[config.mk]
export PLATFORM = sky130hd
export DESIGN_NAME = grid_line_clear
export DESIGN_NICKNAME = d
export VERILOG_FILES = /design/src/rtl/grid_pkg.sv /design/src/rtl/grid_row_scan.sv /design/src/rtl/grid_line_clear.sv
export SDC_FILE = /design/constraint.sdc
export NUM_CORES = 1
export LEC_CHECK = 0
export ABC_CLOCK_PERIOD_IN_PS = 3400
export BUFFER_PORTS_ARGS = -buffer_cell sky130_fd_sc_hd__buf_2
export CORE_MARGIN = 2
export CORE_UTILIZATION = 50
export CTS_BUF_LIST = sky130_fd_sc_hd__clkbuf_16
export DETAILED_ROUTE_END_ITERATION = 12
export PLACE_DENSITY = 0.8
export SETUP_SLACK_MARGIN = 0.05
export SYNTH_ARGS = -nofsm -noshare
export SYNTH_HDL_FRONTEND = slang
export SYNTH_SLANG_ARGS = --single-unit
[constraint.sdc]
create_clock -name clk -period 3.4 [get_ports clk]
set_clock_uncertainty 0.05 [all_clocks]
set_input_delay 0 -clock clk [delete_from_list [all_inputs] [get_ports clk]]
set_output_delay 0 -clock clk [all_outputs]
set_load 0.1 [all_outputs]
[src/rtl/grid_pkg.sv]
// Shared Tetris grid geometry, line-clear FSM state encoding and the cell address helper.
// Used by the line-clear master, the display scanner and the piece logic.
package grid_pkg;

  localparam int COLS = 10;
  localparam int ROWS = 20;
  localparam int DW   = 8;
  localparam int AW   = 8;
  localparam int LW   = 5;
  localparam int RW   = $clog2(ROWS);
  localparam int CW   = $clog2(COLS);

  typedef enum logic [2:0] {
    ST_IDLE      = 3'd0,
    ST_SCAN      = 3'd1,
    ST_CHECK     = 3'd2,
    ST_SHIFT_RD  = 3'd3,
    ST_SHIFT_WR  = 3'd4,
    ST_CLEAR_TOP = 3'd5,
    ST_DONE      = 3'd6
  } lc_state_t;

  // Row 0 is the top of the playfield; COLS*ROWS fits in AW bits, so no wrap.
  function automatic logic [AW-1:0] cell_addr(input logic [RW-1:0] row, input logic [CW-1:0] col);
    logic [AW-1:0] r;
    r = AW'(row);
    return r * AW'(COLS) + AW'(col);
  endfunction

endpackage

[src/rtl/grid_row_scan.sv]
// Column sequencer and occupancy flag pipeline for scanning one grid row.
// Optional empty-row flag is built only with GRID_LC_EARLY_EXIT_EN.
module grid_row_scan
  import grid_pkg::*;
(
  input  logic          clk,
  input  logic          rst_n,
  input  logic          restart,
  input  logic          scan,
  input  logic [DW-1:0] rdata,
  output logic [CW-1:0] col,
`ifdef GRID_LC_EARLY_EXIT_EN
  output logic          empty,
`endif
  output logic          last,
  output logic          full
);

  logic [CW-1:0] col_r;
  logic          full_r;
`ifdef GRID_LC_EARLY_EXIT_EN
  logic          empty_r;
`endif

  // Read data trails the address by one cycle, so column 0's word is folded in at column 1.
  always_ff @(posedge clk or negedge rst_n) begin
    if (!rst_n) begin
      col_r  <= {CW{1'b0}};
      full_r <= 1'b1;
`ifdef GRID_LC_EARLY_EXIT_EN
      empty_r <= 1'b1;
`endif
    end else if (restart) begin
      col_r  <= {CW{1'b0}};
      full_r <= 1'b1;
`ifdef GRID_LC_EARLY_EXIT_EN
      empty_r <= 1'b1;
`endif
    end else if (scan) begin
      col_r <= last ? {CW{1'b0}} : col_r + CW'(1);
      if (col_r != {CW{1'b0}}) begin
        full_r <= full_r & (rdata != {DW{1'b0}});
`ifdef GRID_LC_EARLY_EXIT_EN
        empty_r <= empty_r & (rdata == {DW{1'b0}});
`endif
      end
    end
  end

  assign col  = col_r;
  assign last = (col_r == CW'(COLS - 1));
  // Final word of the row is consumed combinationally in the check cycle.
  assign full = full_r & (rdata != {DW{1'b0}});
`ifdef GRID_LC_EARLY_EXIT_EN
  assign empty = empty_r & (rdata == {DW{1'b0}});
`endif

endmodule

[src/rtl/grid_line_clear.sv]
// Grid_Mem port-A master: finds full rows bottom-up, shifts the rows above down, clears row 0.
// Optional macro GRID_LC_EARLY_EXIT_EN stops the pass at the first all-empty row.
module grid_line_clear
  import grid_pkg::*;
(
  input  logic          clk,
  input  logic          rst_n,
  input  logic          start,
  output logic          busy,
  output logic          done,
  output logic [LW-1:0] lines,
  output logic [AW-1:0] mem_addr,
  output logic [DW-1:0] mem_wdata,
  output logic          mem_we,
  input  logic [DW-1:0] mem_rdata
);

  lc_state_t     state_r, state_s;
  logic [RW-1:0] row_r, row_s;
  logic [RW-1:0] dst_r, dst_s;
  logic [CW-1:0] col_r, col_s;
  logic [LW-1:0] lines_s;
  logic [AW-1:0] addr_s;
  logic          busy_s, done_s, we_s, restart_s;
  logic          scan_en;
  logic [CW-1:0] scan_col;
  logic          scan_last, row_full;
`ifdef GRID_LC_EARLY_EXIT_EN
  logic          row_empty;
`endif

  assign scan_en = (state_r == ST_SCAN);

  grid_row_scan u_scan (
    .clk     (clk),
    .rst_n   (rst_n),
    .restart (restart_s),
    .scan    (scan_en),
    .rdata   (mem_rdata),
    .col     (scan_col),
`ifdef GRID_LC_EARLY_EXIT_EN
    .empty   (row_empty),
`endif
    .last    (scan_last),
    .full    (row_full)
  );

  // Next-state and next-output logic; every output is registered below.
  always_comb begin
    state_s   = state_r;
    row_s     = row_r;
    dst_s     = dst_r;
    col_s     = col_r;
    lines_s   = lines;
    busy_s    = busy;
    done_s    = 1'b0;
    addr_s    = mem_addr;
    we_s      = 1'b0;
    restart_s = 1'b0;
    case (state_r)
      ST_IDLE: begin
        if (start) begin
          state_s   = ST_SCAN;
          row_s     = RW'(ROWS - 1);
          lines_s   = {LW{1'b0}};
          busy_s    = 1'b1;
          restart_s = 1'b1;
          addr_s    = cell_addr(RW'(ROWS - 1), CW'(0));
        end else begin
          state_s = ST_IDLE;
        end
      end
      ST_SCAN: begin
        if (scan_last) begin
          state_s = ST_CHECK;
        end else begin
          addr_s = cell_addr(row_r, scan_col + CW'(1));
        end
      end
      ST_CHECK: begin
        if (row_full) begin
          lines_s = (&lines) ? lines : lines + LW'(1);
          col_s   = CW'(0);
          if (row_r != RW'(0)) begin
            state_s = ST_SHIFT_RD;
            dst_s   = row_r;
            addr_s  = cell_addr(row_r - RW'(1), CW'(0));
          end else begin
            state_s = ST_CLEAR_TOP;
            we_s    = 1'b1;
            addr_s  = cell_addr(RW'(0), CW'(0));
          end
        end
`ifdef GRID_LC_EARLY_EXIT_EN
        else if (row_empty) begin
          // Gravity: nothing above an empty row can be occupied.
          state_s = ST_DONE;
        end
`endif
        else if (row_r != RW'(0)) begin
          state_s   = ST_SCAN;
          row_s     = row_r - RW'(1);
          restart_s = 1'b1;
          addr_s    = cell_addr(row_r - RW'(1), CW'(0));
        end else begin
          state_s = ST_DONE;
        end
      end
      ST_SHIFT_RD: begin
        state_s = ST_SHIFT_WR;
        we_s    = 1'b1;
        addr_s  = cell_addr(dst_r, col_r);
      end
      ST_SHIFT_WR: begin
        if (col_r == CW'(COLS - 1)) begin
          col_s = CW'(0);
          dst_s = dst_r - RW'(1);
          if (dst_r == RW'(1)) begin
            state_s = ST_CLEAR_TOP;
            we_s    = 1'b1;
            addr_s  = cell_addr(RW'(0), CW'(0));
          end else begin
            state_s = ST_SHIFT_RD;
            addr_s  = cell_addr(dst_r - RW'(2), CW'(0));
          end
        end else begin
          state_s = ST_SHIFT_RD;
          col_s   = col_r + CW'(1);
          addr_s  = cell_addr(dst_r - RW'(1), col_r + CW'(1));
        end
      end
      ST_CLEAR_TOP: begin
        if (col_r == CW'(COLS - 1)) begin
          // Rescan the same row: the row that just moved into it may be full too.
          state_s   = ST_SCAN;
          col_s     = CW'(0);
          restart_s = 1'b1;
          addr_s    = cell_addr(row_r, CW'(0));
        end else begin
          col_s  = col_r + CW'(1);
          we_s   = 1'b1;
          addr_s = cell_addr(RW'(0), col_r + CW'(1));
        end
      end
      ST_DONE: begin
        state_s = ST_IDLE;
        done_s  = 1'b1;
        busy_s  = 1'b0;
      end
      default: begin
        state_s = ST_IDLE;
        busy_s  = 1'b0;
      end
    endcase
  end

  // State and output registers.
  always_ff @(posedge clk or negedge rst_n) begin
    if (!rst_n) begin
      state_r  <= ST_IDLE;
      row_r    <= RW'(ROWS - 1);
      dst_r    <= RW'(ROWS - 1);
      col_r    <= CW'(0);
      busy     <= 1'b0;
      done     <= 1'b0;
      lines    <= {LW{1'b0}};
      mem_addr <= {AW{1'b0}};
      mem_we   <= 1'b0;
    end else begin
      state_r  <= state_s;
      row_r    <= row_s;
      dst_r    <= dst_s;
      col_r    <= col_s;
      busy     <= busy_s;
      done     <= done_s;
      lines    <= lines_s;
      mem_addr <= addr_s;
      mem_we   <= we_s;
    end
  end

  // q_a is a RAM output register; forwarding it keeps a row copy at two cycles per cell.
  assign mem_wdata = (state_r == ST_SHIFT_WR) ? mem_rdata : {DW{1'b0}};

endmodule

==> qor.yml, run 1 <==
top_layer: "met4"
port_buffers: 34
place.gp.congestion: 0.947
worst_slack_ps: 68.3
finalMaxSlewViolations: 0
ys.flop_type: "dfrtp_1"
cts_made_buffers: 5
antenna_left: 0
n_antenna_cell: 0
yosysMostFrequentCell: "ha_1"
synth_top_area_frac: 0.205
fin_tns_setup_ps: 0
synth_cells: 436
first_pass_iters: 5
min_to: "state_r[0]$_DFFE_PN0P_"
synth_nets: 510
cp.required_ps: 3510
r2r-start: "dst_r[1]$_DFFE_PN1P_"
cts_tree: "yes"
cp-startpoint: "dst_r[1]$_DFFE_PN1P_"
ys_warn_count: 0
final_nets: 558
route.met2.wl_um: 4710
synth_cell_types: 63
cts_max_level: 2
min_path_cells: 3
yosys-top-cells-area: "dfrtp_1 20%, ha_1 18%, dfstp_2 4.9%"
cts_sinks: 38
drc: 0
syn2layout_area_growth_pct: 18.3
coreArea_um2: 7290
grt_first_pass_wirelength_um: 16000
fin_crit_sh: 0.980
max_slew_margin: 0.412
fill_cells: 651
grt_max_degree: 39
grt_use_total: 0.239
final_cell_area_um2: 4480
rr_worst_depth: 12
avgSynthCellArea_um2: 8.68
drt-vias-per-instance: 5.96
cp.arrival_ps: 3440
wl_met1_um: 4210
critPathKind: "reg -> reg"
grt_pass1_vias: 3396
synth_common_cells: "55 x ha_1, 44 x nand2_1, 43 x nor2_1, 31 x dfrtp_1, 29 x inv_1"
final_hold_viol_count: 0
placed_area_um2: 4150
dp_worst_setup_slack_ps: 19.0
endpoint_kind: "flip-flop"
outcome: "finished, final reports clean"
synth_area_um2: 3780
cts_root_buffer: "clkbuf_16"
rrSetupSlack_ps: 70
timing.hold.ws_ps: 63.7
vias: 3479
worst_pin_slew_ps: 882
hold_class: "in -> reg"
die_area_um2: 8280
initial_core_util: 0.519
die_w_um: 91.0
maxCapViolCount: 0
cp-start-kind: "flip-flop"
antenna_found_initial: 0
synth_seq_area_share: 0.254
hpwl_um: 7410
fp-row-count: 31
pin_count: 35
grt_overflow: 0
timing.rr.end: "mem_addr[7]$_DFFE_PN0P_"
clock_path_buffers: 2
drt_wl_total_um: 9840
met3WireLength_um: 666
synth.ff_latch_count: 38
clk_pin_slew_ps: 60
clkLatencyLatePin_ps: 280
clock.fmax_mhz: 300
synth_edf_count: 0
rsz0062_at_grt: "yes"
wire_per_inst_um: 16.8
setup_viol: 0
yosysTopAreaCell: "dfrtp_1"
min_period_ps: 3330
critPathMaxFanout: 5
first_iter_violations: 247
hold_start: "start"
die_h_um: 91.0
drive_above_1_share: 0.202
ys_async_sr_fraction: 1.00
==> layout make-up <==
type	count	area (um2)	area share
Clock buffer	5	125	0.0279
Clock inverter	3	63.8	0.0142
Inverter	30	118	0.0263
Multi-Input combinational cell	353	2750	0.614
Sequential cell	38	960	0.214
Tap cell	99	124	0.0277
Timing Repair Buffer	56	338	0.0754
==> layout by cell type, fill, tap and decap left out, types with 3 or more instances in the layout <==
| cell | n |
|---|---|
| o21ai_0 | 24 |
| buf_4 | 21 |
| nor3b_1 | 4 |
| xor2_1 | 13 |
| fa_1 | 8 |
| mux2i_1 | 5 |
| a21oi_1 | 24 |
| buf_2 | 34 |
| nand2_1 | 42 |
| o21a_1 | 3 |
| ha_1 | 50 |
| a22oi_1 | 4 |
| nor2_1 | 43 |
| a22o_1 | 3 |
| a31oi_1 | 3 |
| dfstp_2 | 7 |
| nand3b_1 | 3 |
| inv_1 | 26 |
| a21o_1 | 9 |
| nor2b_1 | 8 |
| xnor2_1 | 18 |
| o211ai_1 | 3 |
| nand2b_1 | 8 |
| clkbuf_16 | 5 |
| dfrtp_1 | 31 |
| nor3_1 | 5 |
| and2_1 | 3 |
| ha_4 | 4 |
| nand3_1 | 6 |
| and3_1 | 9 |
==> kinds of logic after synthesis <==
group	synth area share
muxes	0.0192
and+or+nand+nor	0.190
adders and majority gates	0.224
buffers and inverters	0.0466
AOI/OAI and AO/OA	0.190
DFF	0.254
xor gates and xnor gates	0.0764
==> worst max-delay path: stages, from the launching register on <==
cell,delay (ps)
dfstp_2,550
inv_4,50
ha_1,240
nand2_2,110
xnor2_2,130
ha_1,280
ha_4,180
fa_1,580
nand3_2,110
mux2_4,320
o32ai_4,260
mux2i_1,240
a31oi_1,100
==> stage by stage <==
stage / util / std cells
after floorplan: - / 436
after global placement: 0.568 / 571
after detailed placement: 0.568 / 571
after CTS: 0.597 / 580
after global routing: 0.614 / 584
final: 0.614 / 584
==> sequential cells by signal, summed over array words and instances (netlist names) <==
name / flops
busy: 1
lines: 5
col_r: 4
u_scan.full_r: 1
mem_addr: 8
done: 1
u_scan.col: 4
mem_we: 1
dst_r: 5
state_r: 3
row_r: 5
==> metal layers <==
layer  track usage  up-vias
met4        0.0745        0
met5             0        -
met3        0.0407       25
met2         0.410      153
li1              -     1647
met1         0.308     1654
==> what timing repair did <==
item / CTS / global route
pin swaps: 0 / 11
hold endpoints to repair: 31 / 0
endpoints found under the setup margin: 1 / 2
hold buffers: 1 / 0
resized for setup: 1 / 19
buffers inserted: 0 / 4
cloned: 0 / 0
==> worst max-delay path by stage <==
stage	end	slack [ps]	depth (start not counted)
after floorplan	mem_addr[7]$_DFFE_PN0P_	60	13
after global placement	mem_addr[7]$_DFFE_PN0P_	150	13
after detailed placement	mem_addr[7]$_DFFE_PN0P_	20	12
after CTS	mem_addr[7]$_DFFE_PN0P_	70	12
after global routing	mem_addr[7]$_DFFE_PN0P_	-100	12
final	mem_addr[7]$_DFFE_PN0P_	70	12
Power of run 1 is not shown: default switching activity piles up to over one toggle a cycle in this logic, so the estimate is an artifact.
==> inputs of run 2 (changes only) <==
CORE_ASPECT_RATIO = 1.5   (was unset)
==> qor.yml, run 2 (synthesis gave the netlist of run 1 again) <==
r2r-start: "dst_r[1]$_DFFE_PN1P_"
pin_count: 35  # unchanged
finalMaxSlewViolations: 0  # unchanged
drt_wl_total_um: 10200  # +3.7%
grt_pass1_vias: 3581  # +5.4%
drt-vias-per-instance: 6.03  # +1.2%
grt_first_pass_wirelength_um: 16900  # +5.4%
cts_tree: "yes"
fin_crit_sh: 0.990  # +0.0104
place.gp.congestion: 0.936  # -1.2%
grt_max_degree: 39  # unchanged
cp.required_ps: 3510  # about the same
slowest_stage: "fa_1"
final_hold_viol_count: 0  # unchanged
fill_cells: 652  # +0.15%
clkLatencyLatePin_ps: 290  # about the same
grt_use_total: 0.263  # +0.0239
cp-start-kind: "flip-flop"
clock.fmax_mhz: 297  # -1.1%
coreArea_um2: 7270  # -0.24%
critPathKind: "reg -> reg"
min_period_ps: 3370  # +35.4 ps
die_h_um: 111  # +21%
grt_overflow: 0  # unchanged
final_cell_mix: "52 x ha_1, 43 x nor2_1, 42 x nand2_1, 34 x buf_2, 31 x dfrtp_1"
rsz0062_at_grt: "yes"
endpoint_kind: "flip-flop"
cp.arrival_ps: 3480  # +40 ps
port_buffers: 34  # unchanged
vias: 3520  # +1.2%
die_w_um: 75.0  # -18%
clock_path_buffers: 2  # unchanged
wire_per_inst_um: 17.5  # +3.7%
fp-row-count: 38  # +23%
first_pass_iters: 5  # unchanged
cts_made_buffers: 5  # unchanged
initial_core_util: 0.520  # +0.00125
crit_path_frequent_cell: "ha_1"
outcome: "finished, final reports clean"
worst_pin_slew_ps: 951  # +69.6 ps
final_common_cell: "ha_1"
setup_viol: 0  # unchanged
first_iter_violations: 244  # -1.2%
largest-register: "mem_addr"
timing.hold.ws_ps: 48.6  # -15.0 ps
n_antenna_cell: 0  # unchanged
hold_class: "in -> reg"
rrSetupSlack_ps: 30  # -40 ps
clk_pin_slew_ps: 60  # about the same
syn2layout_area_growth_pct: 17.0
antenna_found_initial: 0  # unchanged
maxCapViolCount: 0  # unchanged
crit_chain: "inv_4, ha_1, nand2_2, xnor2_2, ha_1, ha_4, fa_1, nand3_2, mux2_4, o32ai_4, mux2i_1, a31oi_1"
max_slew_margin: 0.363  # -0.0488
hpwl_um: 7930  # +6.9%
final_nets: 557  # -0.18%
drive_above_1_share: 0.194  # -0.00785
cpPeakStageDelay_ps: 590  # about the same
drc: 0  # unchanged
antenna_left: 0  # unchanged
cp-startpoint: "dst_r[1]$_DFFE_PN1P_"
cts_root_buffer: "clkbuf_16"
hold_start: "start"
cts_max_level: 2  # unchanged
die_area_um2: 8300  # +0.17%
largest_reg_flops: 8  # unchanged
cts_sinks: 38  # unchanged
critPathMaxFanout: 5  # unchanged
## run 2: changes by cell type in the layout (fill, tap and decap cells not counted), sizes merged
cell	delta
buf	-1
clkinvlp	+1
clkinv	+1
bufinv	-2
## run 2: metal layers
| metal | GRT usage | routed length, um | part of all wire | vias to the layer above |
|---|---|---|---|---|
| li1 | - | - | - | 1641 |
| met1 | 0.289 | 3770 | 0.37 | 1694 |
| met2 | 0.460 | 5400 | 0.53 | 143 |
| met3 | 0.0328 | 443 | 0.043 | 42 |
| met4 | 0.155 | 582 | 0.057 | 0 |
| met5 | 0 | 0 | 0 | - |
## run 2: through the flow
stage / util / cell area [um2] / TNS, ps / setup WS [ps] / instances
floorplan: - / 3780 / 0 / 55.2 / 436
detailed placement: 0.570 / 4150 / -17.5 / -17.5 / 572
finish: 0.609 / 4430 / 0 / 32.9 / 584
global placement: 0.570 / 4150 / 0 / 55.9 / 572
CTS: 0.595 / 4330 / 0 / 58.6 / 581
global route: 0.609 / 4430 / -115 / -115 / 584
## run 2: area by class of cell
class | instances | area (um2) | share of cell area
clock inverter | 3 | 16.3 | 0.00367
clock buffer | 5 | 125 | 0.0283
inverter | 30 | 118 | 0.0266
tap | 100 | 125 | 0.0283
multi-input combinational | 353 | 2750 | 0.622
sequential | 38 | 960 | 0.217
timing repair buffer | 55 | 330 | 0.0746
## run 2: worst paths after layout
kind	end	depth (start not counted)
setup / recovery	mem_addr[7]$_DFFE_PN0P_	12
min in group asynchronous	row_r[3]$_DFFE_PN0P_	2
setup reg to reg	mem_addr[7]$_DFFE_PN0P_	12
hold reg to reg	mem_addr[2]$_DFFE_PN0P_	2
max in group asynchronous	mem_addr[2]$_DFFE_PN0P_	2
hold / removal	state_r[0]$_DFFE_PN0P_	3
## run 2: timing repair
item / 4_1_cts / 5_1_grt
pin swaps: 0 / 11
hold buffers: 1 / 0
hold endpoints to repair: 31 / 0
buffers inserted: 0 / 3
resized for setup: 5 / 13
endpoints found under the setup margin: 1 / 2
## run 2: critical path: cells and delay by family, from the launching register on
kind,cells,cell delay [ps]
simple gates,2,220
xor+xnor,1,130
mux,2,560
buf+inv,1,60
flops,1,550
fa+ha+maj,4,1290
compound gates,2,390
Power of run 2 is left out for the same reason.
==> inputs of run 3 (changes only) <==
RECOVER_POWER = 100   (was unset)
SETUP_SLACK_MARGIN = 0.3   (was 0.05)
==> qor.yml, run 3 (synthesis gave the netlist of run 1 again) <==
outcome: "finished, violations left"
violations: "max-capacitance violations, max-slew violations"
hold_start: "start"
cp.required_ps: 3510  # about the same
largest_reg_flops: 8  # unchanged
pin_count: 35  # unchanged
grt_first_pass_wirelength_um: 17600  # +4.1%
final_cell_area_um2: 4430  # +0.11%
grt_max_degree: 39  # unchanged
final_hold_viol_count: 0  # unchanged
finalMaxSlewViolations: 39  # +39
rrSetupSlack_ps: 160  # +130 ps
clock_path_buffers: 2  # unchanged
drc: 0  # unchanged
grt_overflow: 0  # unchanged
antenna_found_initial: 0  # unchanged
final_cell_mix: "51 x ha_1, 43 x nor2_1, 42 x nand2_1, 31 x dfrtp_1, 29 x inv_1"
first_pass_iters: 5  # unchanged
die_w_um: 75.0  # unchanged
final_nets: 561  # +0.72%
critPathKind: "reg -> reg"
cp-start-kind: "flip-flop"
final_common_cell: "ha_1"
r2r-start: "dst_r[1]$_DFFE_PN1P_"
die_area_um2: 8300  # unchanged
clock.fmax_mhz: 309  # +4.0%
cts_root_buffer: "clkbuf_16"
critPathMaxFanout: 4  # -1
cts_tree: "yes"
maxCapViolCount: 1  # +1
cts_max_level: 2  # unchanged
hold_class: "in -> reg"
min_period_ps: 3240  # -128 ps
cp.arrival_ps: 3350  # -130 ps
endpoint_kind: "flip-flop"
cts_made_buffers: 5  # unchanged
worst_pin_slew_ps: 2180  # +1230 ps
vias: 3535  # +0.43%
initial_core_util: 0.520  # unchanged
placed_area_um2: 4130  # -0.30%
cp-startpoint: "dst_r[1]$_DFFE_PN1P_"
syn2layout_area_growth_pct: 17.1
fin_tns_setup_ps: 0  # unchanged
max_slew_margin: -0.453  # -0.817
timing.rr.end: "mem_addr[7]$_DFFE_PN0P_"
largest-register: "mem_addr"
critPathCapture: "mem_addr[7]$_DFFE_PN0P_"
rr_worst_depth: 13  # +1
drt_wl_total_um: 10600  # +4.4%
place.gp.congestion: 0.963  # +2.9%
fp-row-count: 38  # unchanged
antenna_left: 0  # unchanged
clk_pin_slew_ps: 60  # about the same
setup_viol: 0  # unchanged
rsz0062_at_grt: "yes"
coreArea_um2: 7270  # unchanged
fin_crit_sh: 0.953  # -0.0377
first_iter_violations: 250  # +2.5%
cts_sinks: 38  # unchanged
hpwl_um: 7920  # -0.12%
grt_pass1_vias: 3559  # -0.61%
drt-vias-per-instance: 6.01  # -0.26%
port_buffers: 34  # unchanged
timing.hold.ws_ps: 59.2  # +10.6 ps
n_antenna_cell: 0  # unchanged
drive_above_1_share: 0.150  # -0.0446
clkLatencyLatePin_ps: 280  # about the same
grt_use_total: 0.271  # +0.00735
wire_per_inst_um: 18.1  # +3.7%
die_h_um: 111  # unchanged
## run 3: what timing repair did
| item | CTS | global route |
|---|---|---|
| hold buffers | 1 | 0 |
| endpoints found under the hold margin | 31 | 0 |
| resized for setup | 12 | 7 |
| setup endpoints to repair | 2 | 2 |
| pin swaps | 11 | 8 |
| setup buffers | 6 | 5 |
## run 3: per-stage QoR
step	setup WS, ps	utilization	cells
2_1_floorplan	118	-	436
3_3_place_gp	190	0.568	568
3_5_place_dp	113	0.568	568
4_1_cts	201	0.604	583
5_1_grt	1.59	0.609	588
6_report	161	0.609	588
## run 3: cell type report
| cell class | instances | area, um2 |
|---|---|---|
| timing repair buffer | 59 | 322 |
| sequential | 38 | 960 |
| clock buffer | 5 | 125 |
| multi-input combinational | 353 | 2770 |
| clock inverter | 3 | 15.0 |
| fill | 620 | 2840 |
| tap | 100 | 125 |
| inverter | 30 | 118 |
## run 3: how the worst min path moves through the flow
stage / end / cells past startpoint
3_5_place_dp: row_r[2]$_DFFE_PN0P_ / 1
3_3_place_gp: row_r[2]$_DFFE_PN0P_ / 1
5_1_grt: state_r[0]$_DFFE_PN0P_ / 3
4_1_cts: state_r[0]$_DFFE_PN0P_ / 3
2_1_floorplan: busy$_DFFE_PN0P_ / 0
6_report: state_r[0]$_DFFE_PN0P_ / 3
## run 3: layer usage
| metal | vias up | routed length [um] | track usage |
|---|---|---|---|
| li1 | 1638 | - | - |
| met1 | 1680 | 3960 | 0.323 |
| met2 | 159 | 5500 | 0.454 |
| met3 | 58 | 493 | 0.0347 |
| met4 | 0 | 700 | 0.143 |
| met5 | - | 0 | 0 |
## run 3: critical path, cell delays in order, from the launching register on
cell and delay, ps:
dfstp_2 550, inv_4 60, ha_4 150, nand2_2 60, nand2_2 60, xnor2_2 150, ha_1 340, ha_4 180
fa_1 580, nand3_2 100, mux2_4 320, o32ai_4 210, mux2i_1 220, a31oi_1 90
Power of run 3 is left out for the same reason.
